`src/rtl/conv2d_stream_engine.sv`:
```
`default_nettype none
// =============================================================================
// Module   : conv2d_stream_engine
// Brief    : Streaming KxK "valid" 2-D convolution with line buffers, loadable
//            kernel, arithmetic shift, optional ReLU and output saturation.
// Revision : 1.0
// =============================================================================
module conv2d_stream_engine #(
   parameter int IMG_W  = 8,
   parameter int IMG_H  = 8,
   parameter int KSIZE  = 3,
   parameter int DATA_W = 8,
   parameter int COEF_W = 8,
   parameter int OUT_W  = 16,
   localparam int c_NCOEF = KSIZE*KSIZE,
   localparam int c_CA_W  = $clog2(KSIZE*KSIZE)
) (
   input  logic                clk,
   input  logic                rst_n,
   input  logic                i_start,
   input  logic                i_cfg_relu,
   input  logic [4:0]          i_cfg_shift,
   input  logic                i_coef_we,
   input  logic [c_CA_W-1:0]   i_coef_addr,
   input  logic [COEF_W-1:0]   i_coef_wdata,
   input  logic                i_in_valid,
   output logic                o_in_ready,
   input  logic [DATA_W-1:0]   i_in_data,
   output logic                o_out_valid,
   input  logic                i_out_ready,
   output logic [OUT_W-1:0]    o_out_data,
   output logic                o_out_last,
   output logic                o_busy,
   output logic                o_done
);

   localparam int c_ACC_W  = DATA_W + COEF_W + 1 + $clog2(KSIZE*KSIZE);
   localparam int c_PROD_W = DATA_W + COEF_W + 1;
   localparam int c_COL_W  = $clog2(IMG_W);
   localparam int c_ROW_W  = $clog2(IMG_H);

   localparam logic [1:0] c_ST_IDLE  = 2'd0;
   localparam logic [1:0] c_ST_RUN   = 2'd1;
   localparam logic [1:0] c_ST_FLUSH = 2'd2;
   localparam logic [1:0] c_ST_DONE  = 2'd3;

   logic [1:0]                 r_state;
   logic [1:0]                 w_state_nxt;

   logic signed [COEF_W-1:0]   r_coef [c_NCOEF];
   logic [DATA_W-1:0]          r_lb   [KSIZE-1][IMG_W];
   logic [DATA_W-1:0]          r_win  [KSIZE][KSIZE];
   logic [c_COL_W-1:0]         r_col;
   logic [c_ROW_W-1:0]         r_row;
   logic                       r_relu;
   logic [4:0]                 r_shift;

   logic                       r_s1_valid;
   logic                       r_s1_last;
   logic signed [c_PROD_W-1:0] r_prod [c_NCOEF];
   logic                       r_out_valid;
   logic                       r_out_last;
   logic [OUT_W-1:0]           r_out_data;

   logic [DATA_W-1:0]          w_col     [KSIZE];
   logic [DATA_W-1:0]          w_win_nxt [KSIZE][KSIZE];
   logic signed [c_PROD_W-1:0] w_prod    [c_NCOEF];
   logic signed [c_ACC_W-1:0]  w_acc;
   logic signed [c_ACC_W-1:0]  w_shifted;
   logic signed [c_ACC_W-1:0]  w_relu;
   logic [OUT_W-1:0]           w_res;

   logic                       w_stall;
   logic                       w_accept;
   logic                       w_win_done;
   logic                       w_last_px;
   logic                       w_start_ok;

   assign w_stall    = r_out_valid & ~i_out_ready;
   assign w_accept   = i_in_valid & o_in_ready;
   assign w_start_ok = (r_state == c_ST_IDLE) & i_start;
   assign w_win_done = w_accept & (r_row >= c_ROW_W'(KSIZE-1)) & (r_col >= c_COL_W'(KSIZE-1));
   assign w_last_px  = w_accept & (r_row == c_ROW_W'(IMG_H-1)) & (r_col == c_COL_W'(IMG_W-1));

   // ---------------------------------------------------------------- FSM
   always_ff @(posedge clk or negedge rst_n) begin
      if (!rst_n) r_state <= c_ST_IDLE;
      else        r_state <= w_state_nxt;
   end

   always_comb begin
      w_state_nxt = r_state;
      case (r_state)
         c_ST_IDLE:  if (i_start) w_state_nxt = c_ST_RUN;
         c_ST_RUN:   if (w_last_px) w_state_nxt = c_ST_FLUSH;
         c_ST_FLUSH: if (r_out_valid & i_out_ready & r_out_last) w_state_nxt = c_ST_DONE;
         c_ST_DONE:  w_state_nxt = c_ST_IDLE;
         default:    w_state_nxt = c_ST_IDLE;
      endcase
   end

   always_comb begin
      o_in_ready = 1'b0;
      o_busy     = 1'b0;
      o_done     = 1'b0;
      case (r_state)
         c_ST_RUN: begin
            o_in_ready = ~w_stall;
            o_busy     = 1'b1;
         end
         c_ST_FLUSH: o_busy = 1'b1;
         c_ST_DONE:  o_done = 1'b1;
         default: ;
      endcase
   end

   // ------------------------------------------------ coefficients / config
   always_ff @(posedge clk or negedge rst_n) begin
      if (!rst_n) begin
         for (int j = 0; j < c_NCOEF; j++) r_coef[j] <= '0;
      end else if ((r_state == c_ST_IDLE) && i_coef_we) begin
         for (int j = 0; j < c_NCOEF; j++)
            if (i_coef_addr == c_CA_W'(j)) r_coef[j] <= i_coef_wdata;
      end
   end

   always_ff @(posedge clk or negedge rst_n) begin
      if (!rst_n) begin
         r_col   <= '0;
         r_row   <= '0;
         r_relu  <= 1'b0;
         r_shift <= '0;
      end else if (w_start_ok) begin
         r_col   <= '0;
         r_row   <= '0;
         r_relu  <= i_cfg_relu;
         r_shift <= i_cfg_shift;
      end else if (w_accept) begin
         if (r_col == c_COL_W'(IMG_W-1)) begin
            r_col <= '0;
            r_row <= (r_row == c_ROW_W'(IMG_H-1)) ? '0 : r_row + 1'b1;
         end else begin
            r_col <= r_col + 1'b1;
         end
      end
   end

   // ------------------------------------------- line buffers and window
   // Line buffer j holds row (r-1-j) at each column; the new column vector is
   // built top-to-bottom from the oldest buffer down to the incoming pixel.
   always_comb begin
      for (int i = 0; i < KSIZE-1; i++) w_col[i] = r_lb[KSIZE-2-i][r_col];
      w_col[KSIZE-1] = i_in_data;
      for (int i = 0; i < KSIZE; i++) begin
         for (int k = 0; k < KSIZE-1; k++) w_win_nxt[i][k] = r_win[i][k+1];
         w_win_nxt[i][KSIZE-1] = w_col[i];
      end
      for (int i = 0; i < KSIZE; i++)
         for (int k = 0; k < KSIZE; k++)
            w_prod[i*KSIZE+k] = c_PROD_W'($signed({1'b0, w_win_nxt[i][k]}))
                              * c_PROD_W'(r_coef[i*KSIZE+k]);
   end

   always_ff @(posedge clk or negedge rst_n) begin
      if (!rst_n) begin
         for (int i = 0; i < KSIZE; i++)
            for (int k = 0; k < KSIZE; k++) r_win[i][k] <= '0;
         for (int j = 0; j < KSIZE-1; j++)
            for (int c = 0; c < IMG_W; c++) r_lb[j][c] <= '0;
      end else if (w_accept) begin
         for (int i = 0; i < KSIZE; i++)
            for (int k = 0; k < KSIZE; k++) r_win[i][k] <= w_win_nxt[i][k];
         r_lb[0][r_col] <= i_in_data;
         for (int j = 1; j < KSIZE-1; j++) r_lb[j][r_col] <= r_lb[j-1][r_col];
      end
   end

   // ------------------------------------------------ sum / shift / clamp
   always_comb begin
      w_acc = '0;
      for (int j = 0; j < c_NCOEF; j++) w_acc = w_acc + c_ACC_W'(r_prod[j]);
      w_shifted = w_acc >>> r_shift;
      w_relu    = (r_relu && w_shifted[c_ACC_W-1]) ? '0 : w_shifted;
   end

   if (c_ACC_W > OUT_W) begin : g_clamp
      localparam logic signed [c_ACC_W-1:0] c_MAXV =
         {{(c_ACC_W-OUT_W+1){1'b0}}, {(OUT_W-1){1'b1}}};
      localparam logic signed [c_ACC_W-1:0] c_MINV =
         {{(c_ACC_W-OUT_W+1){1'b1}}, {(OUT_W-1){1'b0}}};
      always_comb begin
         if (w_relu > c_MAXV)      w_res = c_MAXV[OUT_W-1:0];
         else if (w_relu < c_MINV) w_res = c_MINV[OUT_W-1:0];
         else                      w_res = w_relu[OUT_W-1:0];
      end
   end else begin : g_wide
      assign w_res = OUT_W'(w_relu);
   end

   // A stall freezes both pipe stages so the presented result stays put.
   always_ff @(posedge clk or negedge rst_n) begin
      if (!rst_n) begin
         r_s1_valid  <= 1'b0;
         r_s1_last   <= 1'b0;
         for (int j = 0; j < c_NCOEF; j++) r_prod[j] <= '0;
         r_out_valid <= 1'b0;
         r_out_last  <= 1'b0;
         r_out_data  <= '0;
      end else if (!w_stall) begin
         r_s1_valid <= w_win_done;
         if (w_win_done) begin
            r_s1_last <= w_last_px;
            for (int j = 0; j < c_NCOEF; j++) r_prod[j] <= w_prod[j];
         end
         r_out_valid <= r_s1_valid;
         r_out_last  <= r_s1_valid & r_s1_last;
         if (r_s1_valid) r_out_data <= w_res;
      end
   end

   assign o_out_valid = r_out_valid;
   assign o_out_last  = r_out_last;
   assign o_out_data  = r_out_data;

endmodule
`default_nettype wire

```
`config.mk`:
```
export PLATFORM = sky130hd
export DESIGN_NAME = conv2d_stream_engine
export DESIGN_NICKNAME = d
export VERILOG_FILES = /design/src/rtl/conv2d_stream_engine.sv
export SDC_FILE = /design/constraint.sdc
export NUM_CORES = 2
export LEC_CHECK = 0
export ABC_AREA = 1
export BUFFER_PORTS_ARGS = -buffer_cell sky130_fd_sc_hd__buf_2
export CAP_MARGIN = 15
export CORE_MARGIN = 3
export CORE_UTILIZATION = 60
export DETAILED_ROUTE_END_ITERATION = 8
export PLACE_DENSITY_LB_ADDON = 0.2
export SYNTH_ARGS = -nofsm -noshare
export SYNTH_HDL_FRONTEND = slang
export SYNTH_SLANG_ARGS = --single-unit
```
`constraint.sdc`:
```
create_clock -name clk -period 6.7 [get_ports clk]
set_input_delay 0.335 -clock clk [delete_from_list [all_inputs] [get_ports clk]]
set_output_delay 0.335 -clock clk [all_outputs]
set_load 0.05 [all_outputs]
```
### After elaboration in Yosys (flattened, before gate mapping)

Cells that the tools add are included.

* bits in registers: 435
* input port bits: 32

* add/sub/neg operators: 10
* multipliers: 9
* order comparisons: 6
* equal/unequal tests: 16
* shift operators: 1
* muxes and demuxes: 27
* bitwise gates (word level): 13
* reduce and logical (&&, ||, !) cells: 21

Operator list (count)
* $mul A9 B8 Y17: 9
* $bwmux W64: 2
* $add A21 B17 Y21: 4
* $bmux W8 S3: 2
* $mux W8: 5
* $mux W16: 2
* $demux W8 S3: 1
* $reduce_and A2 Y1: 12
* $add A20 B17 Y21: 1
* $gt A21 B16 Y1 const B: 1
* $lt A21 B16 Y1 const B: 1
* $mux W21: 1
* $mux W3: 7
* $sshr A21 B5 Y21: 1
* $add A19 B17 Y20: 1
* $add A18 B17 Y19: 1
* $add A17 B17 Y18: 1
* $eq A4 B3 Y1 const B: 4
* $and A1 B1 Y1: 10
* $eq A4 B2 Y1 const B: 2
* $pmux W2 S4: 1
* $add A3 B1 Y3 const B: 2
* $eq A3 B3 Y1 const B: 2
* $ge A3 B2 Y1 const B: 2
* other kinds (17): 28

### Depth between registers and ports, before layout

* depth in word-level cells: 14
* mapped depth: 34

### Worst setup path after synthesis

Ideal clock, no wire load.

* path kind: register -> register
* from: register r_col[2]
* to: register r_prod[67] (netlist name)
* setup time: 0.083 ns
* arrival: 5.749 ns
* data required time: 6.617 ns
* path slack: 0.868 ns
* cell stages (with the launch flop): 32
* path buffers: 3
* period minus slack after synthesis: 5.832 ns
* path through: dfrtp_1 > buf_2 > inv_1 > clkbuf_1 > nor3_1 > inv_1 > o22ai_1 > a221oi_1 > nand2_1 > buf_2 > nand2_1 > fa_1 > fa_1 > inv_1 > fa_1 > inv_1 > fa_1 > inv_1 > ha_1 > nand2_1 > o21ai_0 > nand2_1 > nand2_1 > a21oi_1 > o21ai_0 > a21oi_1 > o21bai_1 > a21oi_1 > nor2_1 > nor2_1 > xor2_1 > o21ai_0

* longest elaborated chain between the ends: 5

Ends and longest elaborated chain
* from (decl): line 53 `logic [c_COL_W-1:0] r_col;`
* from (signal assigned): line 143 `r_col <= r_col + 1'b1;`
* $not A3 Y4 (not written as such): line 152 `for (int i = 0; i < KSIZE-1; i++) w_col[i] = r_lb[KSIZE-2-i][r_col];`
* $bmux W8 S3: line 152
* $mux W8 (not written as such) (2 in a row): line 152
* $mul A9 B8 Y17: line 161 `* c_PROD_W'(r_coef[i*KSIZE+k]);`
* to (decl): line 60 `logic signed [c_PROD_W-1:0] r_prod [c_NCOEF];`

Several ways; a longest one is shown, not always the timed one. The select of a mux whose other input is x is not followed.
A chain may end at the register's enable or synchronous reset.

### Final worst setup path

Same ends and word-level chain as after synthesis.

==> results list <==
* Run status: complete, no violations
- Xor/xnor cell area share of the yosys netlist: 1.75%
* Overall routed net length: 109 mm
* Fraction of the mapped netlist area in compound gates: 8.65%
- Final slew viol count: 0
- Fmax achieved: 162 MHz
- Of the post-synthesis cell area, the part taken by muxes is 0.0270%.
* Warnings from Yosys: 0
- The critical path is of the flip-flop to flip-flop type.
* Wire length of the first global-routing pass: 175 mm
* Commonest non-fill, non-tap cells in the layout: nand2_1 (1245), inv_1 (1127), fa_1 (455)
* I/O pin count: 53
* DP HPWL: 84.6 mm
- Drt initial violations: 2487
- Largest net degree at the start of global routing: 171
- The later pin in the worst-skew pair is clocked with a latency of 640 ps.
- Number of standard cells after synthesis: 5154
* Clock buffer depth: 3
* Area added between synthesis and finish: 6.61%
* Num CTS Buffers: 52
- Number of enable-type register cells in the synthesized netlist: 0
- Fraction of the yosys area taken by sequential cells: 26.1%
- Die Area: 0.0726 mm2
- The number of antenna violations at the first check in global routing was 9.
- The worst pin sits at a relative slew slack of 24.2%.
- DRC: 0
- At the pin with the least slew margin, the transition time is 1130 ps.
* Mean post-synth cell area: 8.08 um2
- RSZ-0062 raised after global routing: false
- The floorplan has 95 rows.
- In this run the remaining antenna-violating nets after routing total 0.
- Number of global-route vias before repair: 31900
- After floorplanning, the core was sized to cover 0.0680 mm2.
- The slowest stage of the critical path belongs to the cell fa_1.
- By area, the combinational part of the netlist is dominated by adder cells.
- Clock Pin Slew Worst Setup and Hold Paths: 60 ps
- Synthesized cell area: 0.0416 mm2
- The pre-antenna-repair detailed-routing pass consisted of 6 iterations.
* Via density per instance: 5.36
- Largest clock skew in the final design: 38.7 ps
- CTS saw 435 sinks.
- Leaving out fill and tap cells, the most frequent cell in the layout is nand2_1.
- The count of endpoints failing hold in the final timing report came to 0.
- Required arrival time at the worst endpoint: 7160 ps
* Die Wd: 269 um
- Share of the clock period used by the worst path after layout: 92.0%
- Synthesized flop and latch total: 435
- Basic-gate share of the synthesized area counting and, or, nand and nor cells: 16.5%
- Global router's overall resource usage: 30.5%
- The H-tree generated during clock tree synthesis spans 2 levels.
- In the synthesized netlist the dominant register cell turns out to be dfrtp_1.
* Syn nets: 6060
- STA classifies the critical path endpoint as a flip-flop.
- Die outline height: 269 um
- After detailed routing, the average wire length per cell comes to 18.0 um.
- Max-cap violations in this run came to 0.
* Arrival time of the worst setup path: 6620 ps
- The layout has 5829 filler cells.
* Distinct cells, synth: 51
* Starting density of the core: 61.2%
* Via total after detailed routing: 32400
* Crit path largest cell delay: 500 ps
- After the last flow step, the layout net total stands at 5979.
- CTS root buffer: clkbuf_16
* Count of buffers inserted at the top-level ports: 52
* GR Overflow Total: 0
- Of the cells placed in the final design, the portion with a size suffix greater than 1 is 5.26%.
- In the synthesized netlist the async set-or-reset flop fraction comes to 100%.
* Launching element type of the critical path: flip-flop
- Among the stages of the critical path, the cell type that occurs most often is inv_1.
- Clock tree from TritonCTS: done
- Placer's final routability congestion estimate: 0.965
- The min-delay analysis places its worst path in the category primary input to flip-flop.
- Setup total negative slack on the finished layout was measured at 0 ps.
* Clock period minus worst slack: 6160 ps
* Final setup fails: 0
* Adder and majority cell fraction of the synthesized area: 34.5%
- In this run the worst path has a maximum fanout of 11.
==> final timing paths <==
| path | startpoint | end | slack (ps) | cells after the start |
|---|---|---|---|---|
| worst max-delay path | r_col[2] | r_prod[67] | 540 | 31 |
| worst min-delay path | i_cfg_shift[4] | r_shift[4] | 30 | 3 |
| worst max register to register | r_col[2] | r_prod[67] | 540 | 31 |
| worst min register to register | r_s1_valid | o_out_valid | 480 | 2 |
| max in group asynchronous | rst_n | r_coef[60] | 5060 | 3 |
| min in group asynchronous | rst_n | r_state[0] | 270 | 2 |
==> worst max-delay path, delay by kind of cell, from the launching register on <==
kind | cells | cell delay [ps]
AO/OA/AOI/OAI | 10 | 1410
buffers and inverters | 8 | 1030
adder cells (fa/ha/maj) | 5 | 2240
AND/OR/NAND/NOR | 7 | 640
flip-flops | 1 | 490
XOR/XNOR | 1 | 150
==> synth_stat cells (12+ instances only) <==
| library cell | count | area share (%) |
|---|---|---|
| clkbuf_1 | 202 | 1.8 |
| or2_2 | 31 | 0.47 |
| nor3_1 | 14 | 0.17 |
| xor2_1 | 58 | 1.2 |
| a221oi_1 | 19 | 0.40 |
| a31oi_1 | 21 | 0.32 |
| o21ai_0 | 352 | 4.2 |
| inv_1 | 1130 | 10 |
| xnor2_1 | 25 | 0.53 |
| ha_1 | 419 | 13 |
| fa_1 | 455 | 22 |
| dfrtp_1 | 435 | 26 |
| nand2_1 | 1248 | 11 |
| o22ai_1 | 25 | 0.38 |
| nand2_2 | 12 | 0.18 |
| nand3_1 | 117 | 1.4 |
| nor2_1 | 288 | 2.6 |
| a21oi_1 | 187 | 2.2 |
| o31ai_1 | 12 | 0.22 |
| o21bai_1 | 18 | 0.32 |
==> cells by family after synthesis <==
group	count (synthesis)
AOI/OAI and AO/OA	661
xor gates and xnor gates	83
adders and majority gates	874
buffers and inverters	1370
DFF	435
muxes	1
and+or+nand+nor	1730
==> state kept, by name, summed over array words and instances, names as in the netlist, 2 cells and up <==
name / count
r_state: 2
r_shift: 5
r_col: 3
r_lb: 128
r_row: 3
r_prod: 153
o_out_data: 16
r_win: 48
r_coef: 72
==> metrics by stage <==
stage	hold slack [ps]	instances	util (%)	setup slack (ps)	area, um2
detailed placement	317	5935	62.5	226	42500
finish	31.8	6039	65.3	538	44400
floorplan	39.4	5154	-	868	41600
global placement	313	5935	62.5	374	42500
CTS	18.5	6031	65.2	201	44300
global route	47.8	6035	65.3	10.5	44400
==> repair_timing <==
action	4_1_cts	5_1_grt
hold buffers	2	0
setup buffers	0	3
gates resized for setup	0	10
endpoints found under the hold margin	66	0
endpoints found under the setup margin	0	5
==> layer usage <==
layer  vias to the layer above  GRT usage (%)  wire length, um
li1                      15400              -                -
met1                     15600           42.7            46600
met2                      1105           47.5            49000
met3                       204           5.97             8810
met4                         6           11.2             4110
met5                         -              0               57
==> final cells by class <==
type | count | area, um2 | share of cell area [%]
multi-input combinational | 3349 | 25600 | 57.7
sequential | 435 | 10900 | 24.5
inverter | 1143 | 4300 | 9.69
clock buffer | 65 | 1430 | 3.22
tap | 921 | 1150 | 2.60
timing repair buffer | 92 | 601 | 1.35
clock inverter | 29 | 393 | 0.885
antenna | 5 | 12.5 | 0.0282
Power is not shown: default switching activity piles up to over one toggle a cycle in this logic, so the estimate is an artifact.
